## src/rtl/cat_tx_deframer.sv

```systemverilog
// AD9361 TX-port deframer: checks TX_FRAME alignment on the IDDR-captured 12-bit DDR stream
// and recovers SISO/MIMO I/Q samples with a strobe. Define CAT_DEFRAME_ERR_CNT_EN to add err_cnt.
module cat_tx_deframer #(
  parameter int DATA_W      = 12,
  parameter int LOCK_CYCLES = 4,
  parameter int ERR_W       = 16
) (
  input  logic              rx_clk_bufr,
  input  logic              radio_rst,
  input  logic              mimo,
  input  logic              frame_r,
  input  logic              frame_f,
  input  logic [DATA_W-1:0] data_r,
  input  logic [DATA_W-1:0] data_f,
  output logic [DATA_W-1:0] i0,
  output logic [DATA_W-1:0] q0,
  output logic [DATA_W-1:0] i1,
  output logic [DATA_W-1:0] q1,
  output logic              stb,
  output logic              locked,
  output logic              frame_err
`ifdef CAT_DEFRAME_ERR_CNT_EN
  ,output logic [ERR_W-1:0] err_cnt
`endif
);

  localparam int CNT_W = $clog2(LOCK_CYCLES + 1);

  typedef enum logic {HUNT, LOCKED} state_t;

  if (LOCK_CYCLES < 1 || ERR_W < 1) begin : g_param_check
    $error("cat_tx_deframer: LOCK_CYCLES and ERR_W must be >= 1");
  end

  state_t             state_q;
  logic               mimo_q;
  logic               prev_00_q;   // previous cycle carried frame pattern 2'b00
  logic               phase_q;     // MIMO: 0 = expecting ch0 (11), 1 = expecting ch1 (00)
  logic [CNT_W-1:0]   lock_cnt_q;
  logic [DATA_W-1:0]  hold_i_q, hold_q_q;
  logic [DATA_W-1:0]  i0_q, q0_q, i1_q, q1_q;
  logic               stb_q, locked_q, frame_err_q;

  logic [1:0]         frame_pat;
  logic               mode_chg;
  logic               pat_ok;
  logic [CNT_W-1:0]   lock_cnt_d;
  logic               cnt_hit;

  assign frame_pat  = {frame_r, frame_f};
  assign mode_chg   = (mimo != mimo_q);
  assign pat_ok     = mimo ? (frame_pat == (phase_q ? 2'b00 : 2'b11)) : (frame_pat == 2'b10);
  assign lock_cnt_d = lock_cnt_q + CNT_W'(1);
  assign cnt_hit    = (lock_cnt_d == CNT_W'(LOCK_CYCLES));

`ifdef CAT_DEFRAME_ERR_CNT_EN
  logic [ERR_W-1:0] err_cnt_q;
  assign err_cnt = err_cnt_q;
`endif

  // NOTE: all state uses non-blocking assignments so every register samples the
  // pre-edge values; blocking here would create order-dependent races between them.
  always_ff @(posedge rx_clk_bufr or posedge radio_rst) begin
    if (radio_rst) begin
      state_q     <= HUNT;
      mimo_q      <= 1'b0;
      prev_00_q   <= 1'b0;
      phase_q     <= 1'b0;
      lock_cnt_q  <= '0;
      hold_i_q    <= '0;
      hold_q_q    <= '0;
      i0_q        <= '0;
      q0_q        <= '0;
      i1_q        <= '0;
      q1_q        <= '0;
      stb_q       <= 1'b0;
      locked_q    <= 1'b0;
      frame_err_q <= 1'b0;
`ifdef CAT_DEFRAME_ERR_CNT_EN
      err_cnt_q   <= '0;
`endif
    end else begin
      mimo_q      <= mimo;
      prev_00_q   <= (frame_pat == 2'b00);
      stb_q       <= 1'b0;
      frame_err_q <= 1'b0;

      if (mode_chg) begin
        // A mode switch re-hunts silently and outranks any framing violation.
        state_q    <= HUNT;
        locked_q   <= 1'b0;
        lock_cnt_q <= '0;
        phase_q    <= 1'b0;
        hold_i_q   <= '0;
        hold_q_q   <= '0;
      end else if (state_q == HUNT) begin
        if (!mimo) begin
          if (frame_pat == 2'b10) begin
            if (cnt_hit) begin
              state_q    <= LOCKED;
              locked_q   <= 1'b1;
              lock_cnt_q <= '0;
            end else begin
              lock_cnt_q <= lock_cnt_d;
            end
          end else begin
            lock_cnt_q <= '0;
          end
        end else if (frame_pat == 2'b11 && prev_00_q) begin
          phase_q <= 1'b1;
        end else if (frame_pat == 2'b00 && phase_q) begin
          phase_q <= 1'b0;
          if (cnt_hit) begin
            state_q    <= LOCKED;
            locked_q   <= 1'b1;
            lock_cnt_q <= '0;
          end else begin
            lock_cnt_q <= lock_cnt_d;
          end
        end else begin
          phase_q    <= 1'b0;
          lock_cnt_q <= '0;
        end
      end else if (pat_ok) begin
        if (!mimo) begin
          i0_q  <= data_r;
          q0_q  <= data_f;
          i1_q  <= data_r;
          q1_q  <= data_f;
          stb_q <= 1'b1;
        end else if (!phase_q) begin
          hold_i_q <= data_r;
          hold_q_q <= data_f;
          phase_q  <= 1'b1;
        end else begin
          i0_q    <= hold_i_q;
          q0_q    <= hold_q_q;
          i1_q    <= data_r;
          q1_q    <= data_f;
          stb_q   <= 1'b1;
          phase_q <= 1'b0;
        end
      end else begin
        frame_err_q <= 1'b1;
        state_q     <= HUNT;
        locked_q    <= 1'b0;
        lock_cnt_q  <= '0;
        phase_q     <= 1'b0;
        hold_i_q    <= '0;
        hold_q_q    <= '0;
`ifdef CAT_DEFRAME_ERR_CNT_EN
        if (err_cnt_q != '1) err_cnt_q <= err_cnt_q + ERR_W'(1);
`endif
      end
    end
  end

  assign i0        = i0_q;
  assign q0        = q0_q;
  assign i1        = i1_q;
  assign q1        = q1_q;
  assign stb       = stb_q;
  assign locked    = locked_q;
  assign frame_err = frame_err_q;

endmodule

```

## config.mk

```make
export PLATFORM = sky130hd
export DESIGN_NAME = cat_tx_deframer
export DESIGN_NICKNAME = d
export VERILOG_FILES = /design/src/rtl/cat_tx_deframer.sv
export SDC_FILE = /design/constraint.sdc
export NUM_CORES = 1
export LEC_CHECK = 0
export ABC_CLOCK_PERIOD_IN_PS = 3400
export CAP_MARGIN = 5
export CORE_MARGIN = 3
export CORE_UTILIZATION = 45
export CTS_CLUSTER_DIAMETER = 50
export DETAILED_ROUTE_END_ITERATION = 16
export PLACE_DENSITY_LB_ADDON = 0.15
export SYNTH_ARGS = -nofsm -noshare
export SYNTH_HDL_FRONTEND = slang
export SYNTH_SLANG_ARGS = --single-unit
```

## constraint.sdc

```tcl
create_clock -name rx_clk_bufr -period 3.4 [get_ports rx_clk_bufr]
set_clock_uncertainty 0.1 [all_clocks]
set_input_delay 0.68 -clock rx_clk_bufr [delete_from_list [all_inputs] [get_ports rx_clk_bufr]]
set_output_delay 0.68 -clock rx_clk_bufr [all_outputs]
set_load 0.03 [all_outputs]
```

# Yosys cells after proc, flatten, opt, wreduce, memory -nomap -nowiden
# Index checks and enable logic that the tools add are counted.
# op_classes
muxes,59
n_lt_le_gt_ge,0
bitwise,1
n_reduce_logical,11
shifts,0
mul,0
n_div,0
add_sub_neg,1
n_eq_ne,11
# op_table
op,count
12-bit two-way mux,18
1-bit two-way mux,32
3-bit two-way mux,8
"3-bit inequality test, second input constant",3
4-bit AND reduction,2
"2-bit == test, second input constant",2
"4-bit by 1-bit inequality test with 1-bit output, second input constant",1
"4-bit inequality test, second input constant",1
2-bit AND reduction,2
4-bit nonzero test,1
"3-bit by 1-bit adder with 3-bit output, second input constant",1
"3-bit == test, second input constant",1
3-bit AND reduction,1
3-bit nonzero test,1
2-bit == test,1
1-bit logical AND,2
2-bit logical NOT,1
2-bit two-way mux,1
"2-bit by 1-bit inequality test with 1-bit output, second input constant",1
2-bit nonzero test,1
1-bit inequality test,1
1-bit NOT,1
# word_totals
elab_cells,97
out_inout_bits,51
mem_bits_rw,0
reg_bits,82
inputBits,29
latchBits,0
mem_count,0
rom_bits,0

# Depth between registers and ports, before layout
# Gate-level depths: netlist of the first run.
# logic_depth
ltp_word,8
ltp_mapped,8
depth_no_buf,6

# Worst setup path after synthesis of the first run
# No wires, ideal clock.
# synth_timing
kind,input to register
from,in mimo
to,reg hold_i_q[0]
path_slack_ps,1045
arrival_ps,2189
required_time_ps,3235
path_stages,8
path_buffers,2
setup_ps,65
cell_sequence,buf_4 -> inv_1 -> ha_1 -> nor2b_1 -> nand4b_1 -> a211oi_4 -> buf_6 -> a22o_1
# synth_via
elab_chain_cells,4
elab_cells_between_ends,9
cone_classes,eq/ne: 3; mux: 4; reduce/logical: 2
# synth_lines
item,line_no,text
from (decl),10,"input logic mimo,"
1-bit two-way mux,52,assign pat_ok = mimo ? (frame_pat == (phase_q ? 2'b00 : 2'b11)) : (frame_pat == 2'b10);
12-bit two-way mux,124,end else if (pat_ok) begin
12-bit two-way mux,96,end else if (state_q == HUNT) begin
12-bit two-way mux,88,if (mode_chg) begin
to (signal assigned),132,hold_i_q <= data_r;
to (decl),40,"logic [DATA_W-1:0] hold_i_q, hold_q_q;"
# Parallel ways exist; a longest one is shown, timed or not. The select of a mux whose other input is x is not followed.
# A chain may end at the register's enable or synchronous reset.

# Worst setup path after layout of the first run
# layout_timing
from,in frame_r
to,reg hold_q_q[3]
# layout_via
elab_chain_cells,5
elab_cells_between_ends,9
cone_classes,eq/ne: 4; mux: 4; reduce/logical: 1
# layout_lines
item,line_no,text
from (decl),11,"input logic frame_r,"
2-bit == test,52,
1-bit two-way mux *,52,
12-bit two-way mux,124,
12-bit two-way mux,96,
12-bit two-way mux,88,
to (signal assigned),133,hold_q_q <= data_f;
to (decl),40,
# Mark *: on every way between the ends. The rest lies on a longest branch, timed or not. The select of a mux whose other input is x is not followed.

==> results of run 1 <==
-- cells in the final DEF, fill, tap and decap left out, types with 2 or more instances in the layout --
cell / instances
sky130_fd_sc_hd__ha_1: 3
sky130_fd_sc_hd__mux2i_1: 24
sky130_fd_sc_hd__nor2_1: 2
sky130_fd_sc_hd__xnor2_1: 2
sky130_fd_sc_hd__nand2b_1: 5
sky130_fd_sc_hd__mux2_2: 25
sky130_fd_sc_hd__o21ai_0: 26
sky130_fd_sc_hd__clkbuf_8: 9
sky130_fd_sc_hd__a22o_1: 26
sky130_fd_sc_hd__buf_12: 2
sky130_fd_sc_hd__nor3_1: 3
sky130_fd_sc_hd__buf_4: 3
sky130_fd_sc_hd__clkdlybuf4s50_1: 78
sky130_fd_sc_hd__a21o_1: 2
sky130_fd_sc_hd__o22ai_1: 3
sky130_fd_sc_hd__dfrtp_1: 82
sky130_fd_sc_hd__nand2_1: 25
sky130_fd_sc_hd__clkinv_2: 3
sky130_fd_sc_hd__inv_1: 5
-- cell type report --
class	instances	area, um2	area share
Clock buffer	10	128	0.0282
Clock inverter	5	56.3	0.0125
Inverter	6	23.8	0.00526
Multi-Input combinational cell	164	1290	0.285
Sequential cell	82	2050	0.454
Tap cell	99	124	0.0274
Timing Repair Buffer	84	848	0.188
-- kinds of logic (layout without fill, tap and decap cells) --
kind of cell	count (synthesis)	after routing	synth area share
flip-flops	82	82	0.593
adder cells (fa/ha/maj)	3	3	0.0109
buffers and inverters	23	105	0.0376
AO/OA/AOI/OAI	65	65	0.133
XOR/XNOR	2	2	0.00506
multiplexers	49	49	0.151
AND/OR/NAND/NOR	45	45	0.0691
-- worst max path at each step --
stage / endpoint / slack, ps
floorplan: frame_err$_DFF_PP0_ / 510
global placement: hold_q_q[9]$_DFFE_PP0P_ / 520
detailed placement: hold_i_q[6]$_DFFE_PP0P_ / 500
CTS: hold_q_q[3]$_DFFE_PP0P_ / 860
global route: hold_q_q[8]$_DFFE_PP0P_ / 670
finish: hold_q_q[3]$_DFFE_PP0P_ / 840
-- power by group through the flow --
| stage | Clock (mW) | Sequential [mW] | Combinational, mW |
|---|---|---|---|
| 2_1_floorplan | 0 | 0.997 | 0.0720 |
| 4_1_cts | 0.684 | 0.977 | 0.130 |
| 5_1_grt | 0.725 | 0.978 | 0.141 |
| 6_report | 0.669 | 0.978 | 0.127 |
| 3_3_place_gp | 0 | 0.997 | 0.129 |
| 3_5_place_dp | 0 | 0.997 | 0.129 |
-- sequential cells by signal (all words and copies together), names as in the netlist --
name	count
i1	12
locked	1
q1	12
i0	12
hold_i_q	12
phase_q	1
mimo_q	1
prev_00_q	1
hold_q_q	12
stb	1
lock_cnt_q	3
state_q	1
q0	12
frame_err	1
-- through the flow --
| step | cells | setup slack (ps) | power, mW |
|---|---|---|---|
| after detailed placement | 435 | 499 | 1.13 |
| after global routing | 450 | 675 | 1.84 |
| after CTS | 450 | 860 | 1.79 |
| final | 450 | 841 | 1.77 |
| after global placement | 435 | 516 | 1.13 |
| after floorplan | 269 | 512 | 1.07 |
-- cells in the mapped netlist (all sizes together) --
cell type  number  share of area
nor3            3         0.0043
a22o           26          0.066
a21o            2         0.0043
nand4b          1         0.0025
o22ai           3         0.0054
ha              3          0.011
nand3b          1         0.0022
mux2           25          0.081
nand2          25          0.027
dfrtp          82           0.59
mux2i          24          0.069
and4b           1         0.0029
and3b           1         0.0025
xnor2           2         0.0051
buf            11          0.025
nor2            2         0.0022
and2            1         0.0018
o21ai          28          0.042
a21oi           1         0.0014
a211oi          2         0.0080
a221oi          1         0.0025
nand4           1         0.0018
nor2b           1         0.0018
or2             1         0.0025
o21a            1         0.0022
clkbuf          6         0.0065
inv             6         0.0065
and4bb          1         0.0047
nor3b           1         0.0036
nand2b          5         0.0090
a21boi          1         0.0022
-- routing by layer --
metal | routed length (um) | part of all wire | GRT usage
met4 | 73 | 0.011 | 0.0614
met1 | 3130 | 0.46 | 0.228
met5 | 0 | 0 | 0
met2 | 3300 | 0.48 | 0.260
met3 | 351 | 0.051 | 0.0473
-- critical path, stage by stage --
cell                              delay, ps
sky130_fd_sc_hd__clkdlybuf4s50_1        530
sky130_fd_sc_hd__xnor2_1                180
sky130_fd_sc_hd__o21a_1                 190
sky130_fd_sc_hd__o21ai_2                860
sky130_fd_sc_hd__a22o_1                 280
==> impl_table.tex, run 1 <==
\begin{tabular}{lr}
\hline
Metric & Value \\
\hline
\multicolumn{2}{l}{\textbf{Finish}} \\
Fraction of layout instances using a drive strength above 1 & 0.148 \\
Ant diodes & 0 \\
Design Area, Final & 4520 um2 \\
Filler cell count & 619 \\
Share of the core filled with cells & 0.613 \\
Final nets & 379 \\
Syn-to-layout area delta & 30.7\% \\
\multicolumn{2}{l}{\textbf{Detailed routing}} \\
DRT antenna net count & 0 \\
Average wire per cell in the routed design & 15.2 um \\
Post-route DRC violation count & 0 \\
Drt first pass iters & 4 \\
Initial DRC count & 79 \\
Routed vias/inst & 5.22 \\
Via count of the routed design & 2348 \\
Routed WL & 6860 um \\
\multicolumn{2}{l}{\textbf{Global routing}} \\
GRT Overall Usage & 0.169 \\
Largest net degree at the start of global routing & 83 \\
Initial antenna violation count & 0 \\
Final global-route overflow total & 0 \\
Wire length of the first global-routing pass & 11600 um \\
Number of global-route vias before repair & 2405 \\
\multicolumn{2}{l}{\textbf{Synthesis}} \\
Mapped cell area & 3460 um2 \\
Distinct cells, synth & 36 \\
Yosys warning count & 0 \\
FF+latch count, synth & 82 \\
Cells after Synth & 269 \\
Mean instance size in the synthesized netlist & 12.9 um2 \\
Post-synthesis net count & 301 \\
Sequential-to-total area share from yosys stat & 0.593 \\
\multicolumn{2}{l}{\textbf{Power and ir drop}} \\
Leak & 2.13 nW \\
Combinational Power Share & 0.072 \\
Peak supply drop & 0.230 mV \\
Switching power as a share of total power & 0.230 \\
Power Density & 392 nW/um2 \\
Clock power frac & 0.377 \\
Net switching component of the power & 0.409 mW \\
Sequential Power Share & 0.551 \\
Internal power & 1.37 mW \\
\multicolumn{2}{l}{\textbf{Outcome}} \\
Outcome & finished, final reports clean \\
\multicolumn{2}{l}{\textbf{STA}} \\
RSZ-0062 raised after global routing & no \\
Crit path time final & 2560 ps \\
Rel. slew slack & 0.259 \\
Highest Clock Rate & 0.391 GHz \\
Final number of max-transition violations & 0 \\
Final Hold Vio Count & 0 \\
Final setup viols & 0 \\
Least-Margin Pin Slew & 1110 ps \\
Final worst path period share & 0.753 \\
Setup TNS Final & 0 ps \\
Worst hold-check slack & 380 ps \\
\multicolumn{2}{l}{\textbf{Worst setup path}} \\
Crit-path max FO & 24 \\
Crit Reg-Reg Endpoint & hold\_q\_q[3]\$\_DFFE\_PP0P\_ \\
Critical path launch point type & primary input \\
Reg2Reg Launch Point & mimo\_q\$\_DFF\_PP0\_ \\
Worst reg-to-reg setup slack & 1160 ps \\
Critical path endpoint category & flop \\
Logic depth of the worst register-to-register path & 6 \\
Start point of the critical path & frame\_r \\
Type of the setup path with the least slack & in -> reg \\
CP Data Required Time & 3570 ps \\
Worst EP arrival & 2730 ps \\
\multicolumn{2}{l}{\textbf{Clock tree}} \\
Number of sinks handled by clock tree synthesis & 82 \\
TritonCTS clock tree & done \\
Number of buffers inserted during clock tree synthesis & 9 \\
Source-to-sink clock delay at the later pin of the worst-skew pair & 340 ps \\
Clock edge transition at the registers on the reported setup and hold paths & 80 ps \\
Maximum root-to-sink buffer count & 2 \\
Count of buffers added by post-CTS timing repair for setup & 0 \\
Root buf cell & sky130\_fd\_sc\_hd\_\_clkbuf\_8 \\
\# resized after CTS & 0 \\
Level count of the clock H-tree & 3 \\
Hold buffer count at CTS & 0 \\
\multicolumn{2}{l}{\textbf{Floorplan}} \\
Initial standard-cell utilization of the core & 0.469 \\
Horizontal extent of the die & 93.7 um \\
Ports placed on the boundary & 80 \\
Cell Rows & 31 \\
Placeable core region & 7370 um2 \\
Die Outline Area & 8780 um2 \\
Die height & 93.7 um \\
\multicolumn{2}{l}{\textbf{Flow run}} \\
Reported max-cap violation count & 0 \\
\multicolumn{2}{l}{\textbf{Hold path}} \\
HP Class & reg -> reg \\
Worst hold start & q0[5]\$\_DFFE\_PP0P\_ \\
Count of cells along the worst hold path & 2 \\
Terminating pin of the worst hold path & q0[5]\$\_DFFE\_PP0P\_ \\
\multicolumn{2}{l}{\textbf{Placed design}} \\
Total cell area at the placement stage & 4340 um2 \\
Placed wire-length estimate after detailed placement & 4510 um \\
Final Wtd Congestion & 0.753 \\
Number of I/O port buffers & 79 \\
\hline
\end{tabular}
No activity file was read; power rests on OpenSTA's default activity.
==> inputs of run 2 (changes only) <==
- ABC_CLOCK_PERIOD_IN_PS: 3400 -> 2300
- clock period: 3.4 -> 2.3 ns (I/O delays scaled with it)
==> impl_table.tex, run 2 (synthesis gave the netlist of run 1 again) <==
\begin{tabular}{lr}
\hline
Metric & Value \\
\hline
\multicolumn{2}{l}{\textbf{Global routing}} \\
GRT Overall Usage & 0.181 \\
Met2 demand-to-capacity share in global routing & 0.287 \\
Most heavily used metal layer in global routing & met2 \\
Number of global-route vias before repair & 2502 \\
GR met3 Demand/Resource & 0.0601 \\
Largest net degree at the start of global routing & 83 \\
Wire length of the first global-routing pass & 12300 um \\
Final global-route overflow total & 0 \\
Met1 track demand over resource in global routing & 0.240 \\
Initial antenna violation count & 0 \\
\multicolumn{2}{l}{\textbf{STA}} \\
Rel. slew slack & 0.671 \\
Crit path time final & 2110 ps \\
Final number of max-transition violations & 0 \\
RSZ-0062 raised after global routing & no \\
Final Hold Vio Count & 0 \\
Least-Margin Pin Slew & 494 ps \\
Highest Clock Rate & 0.475 GHz \\
Final worst path period share & 0.916 \\
Min setup slack post-route & 194 ps \\
Final setup viols & 0 \\
\multicolumn{2}{l}{\textbf{Clock tree}} \\
Level count of the clock H-tree & 3 \\
Maximum root-to-sink buffer count & 2 \\
Number of buffers inserted during clock tree synthesis & 9 \\
TritonCTS clock tree & done \\
Number of sinks handled by clock tree synthesis & 82 \\
Source-to-sink clock delay at the later pin of the worst-skew pair & 330 ps \\
Clock edge transition at the registers on the reported setup and hold paths & 80 ps \\
Root buf cell & sky130\_fd\_sc\_hd\_\_clkbuf\_8 \\
\multicolumn{2}{l}{\textbf{Worst setup path}} \\
Critical path launch point type & flop \\
Worst EP arrival & 2280 ps \\
Type of the setup path with the least slack & reg -> reg \\
CP Data Required Time & 2480 ps \\
Crit-path max FO & 8 \\
Critical path endpoint category & flop \\
\multicolumn{2}{l}{\textbf{Detailed routing}} \\
Via count of the routed design & 2430 \\
Routed vias/inst & 5.19 \\
DRT antenna net count & 0 \\
Post-route DRC violation count & 0 \\
Routed WL & 7300 um \\
Initial DRC count & 77 \\
Average wire per cell in the routed design & 15.6 um \\
Drt first pass iters & 4 \\
\multicolumn{2}{l}{\textbf{Floorplan}} \\
Initial standard-cell utilization of the core & 0.469 \\
Ports placed on the boundary & 80 \\
Die Outline Area & 8780 um2 \\
Horizontal extent of the die & 93.7 um \\
Cell Rows & 31 \\
Placeable core region & 7370 um2 \\
Die height & 93.7 um \\
\multicolumn{2}{l}{\textbf{Power and ir drop}} \\
Peak supply drop & 0.468 mV \\
Leak & 2.25 nW \\
Power Density & 602 nW/um2 \\
\multicolumn{2}{l}{\textbf{Placed design}} \\
Number of I/O port buffers & 79 \\
Total cell area at the placement stage & 4470 um2 \\
Final Wtd Congestion & 0.874 \\
Placed wire-length estimate after detailed placement & 4620 um \\
Minimum setup slack after placement & -550 ps \\
Total placed cells including tap cells & 449 \\
\multicolumn{2}{l}{\textbf{Finish}} \\
Syn-to-layout area delta & 37.0\% \\
Design Area, Final & 4740 um2 \\
Most common cell after layout, fill and taps aside & sky130\_fd\_sc\_hd\_\_dfrtp\_1 \\
Final nets & 398 \\
Finished Layout Cells & 468 \\
Ant diodes & 0 \\
Seq. cell area & 2050 um2 \\
Area taken by multi-input logic gates & 1310 um2 \\
Filler cell count & 588 \\
Fraction of layout instances using a drive strength above 1 & 0.187 \\
Commonest non-fill, non-tap cells in the layout & 82 x sky130\_fd\_sc\_hd\_\_dfrtp\_1, 78 x sky130\_fd\_sc\_hd\_\_clkdlybuf4s50\_1, 26 x sky130\_fd\_sc\_hd\_\_o21ai\_0, 26 x sky130\_fd\_sc\_hd\_\_a22o\_1 \\
\multicolumn{2}{l}{\textbf{Outcome}} \\
Outcome & finished, final reports clean \\
\multicolumn{2}{l}{\textbf{Hold path}} \\
HP Class & reg -> reg \\
\multicolumn{2}{l}{\textbf{Flow run}} \\
Reported max-cap violation count & 0 \\
\hline
\end{tabular}
## run 2: changes by cell type in the layout (fill, tap and decap cells not counted)
cell	delta
sky130_fd_sc_hd__buf_4	+16
sky130_fd_sc_hd__clkbuf_1	+1
sky130_fd_sc_hd__a211oi_4	+1
sky130_fd_sc_hd__bufinv_16	+2
sky130_fd_sc_hd__buf_12	+2
sky130_fd_sc_hd__clkinv_2	-3
sky130_fd_sc_hd__clkinv_4	-1
## run 2: report_power, final
group          switching, mW  internal [mW]  total, mW
sequential           0.00227           1.44       1.45
clock                  0.472          0.711       1.18
combinational          0.119          0.106      0.225
## run 2: cell type report
| cell class | count | share of cell area |
|---|---|---|
| flip-flops and latches | 82 | 0.433 |
| multi-input cells | 165 | 0.276 |
| repair buffers | 102 | 0.213 |
| clock buffers | 11 | 0.0277 |
| well taps | 99 | 0.0261 |
| clock inverters | 3 | 0.0190 |
| inverters | 6 | 0.00554 |
## run 2: layer usage
layer / vias up / share of wire
met5: - / 0
met4: 0 / 0.0075
met3: 5 / 0.064
met2: 65 / 0.49
met1: 1201 / 0.44
li1: 1159 / -
## run 2: path summary, 6_finish.rpt
kind | startpoint | to | slack [ps] | cells past startpoint
min in group asynchronous | radio_rst | stb$_DFF_PP0_ | 470 | 3
min reg2reg | i0[5]$_DFFE_PP0P_ | i0[5]$_DFFE_PP0P_ | 380 | 2
max in group asynchronous | radio_rst | hold_q_q[7]$_DFFE_PP0P_ | 1260 | 3
max reg2reg | mimo_q$_DFF_PP0_ | hold_i_q[2]$_DFFE_PP0P_ | 190 | 7
min | i0[5]$_DFFE_PP0P_ | i0[5]$_DFFE_PP0P_ | 380 | 2
max | mimo_q$_DFF_PP0_ | hold_i_q[2]$_DFFE_PP0P_ | 190 | 7
## run 2: per-stage QoR
| step | TNS (ps) | total power, mW | hold WS [ps] | utilization |
|---|---|---|---|---|
| after CTS | 0 | 2.90 | 389 | 0.643 |
| final | 0 | 2.85 | 384 | 0.643 |
| after floorplan | 0 | 1.58 | 364 | - |
| after detailed placement | -15760 | 1.70 | 370 | 0.606 |
| after global placement | -14640 | 1.70 | 361 | 0.606 |
| after global routing | 0 | 2.99 | 413 | 0.643 |
## run 2: worst max-delay path, stage by stage (launching register included)
cell and delay, ps:
sky130_fd_sc_hd__dfrtp_1 330, sky130_fd_sc_hd__inv_1 40, sky130_fd_sc_hd__ha_1 290, sky130_fd_sc_hd__nor2b_1 270, sky130_fd_sc_hd__nand4b_1 360, sky130_fd_sc_hd__a211oi_4 290
sky130_fd_sc_hd__buf_4 210, sky130_fd_sc_hd__a22o_1 140
## run 2: repair_timing
action | CTS | global route
hold buffers | 0 | 0
setup buffers | 4 | 0
resized for setup | 1 | 0
hold endpoints to repair | 0 | 0
endpoints found under the setup margin | 24 | 0
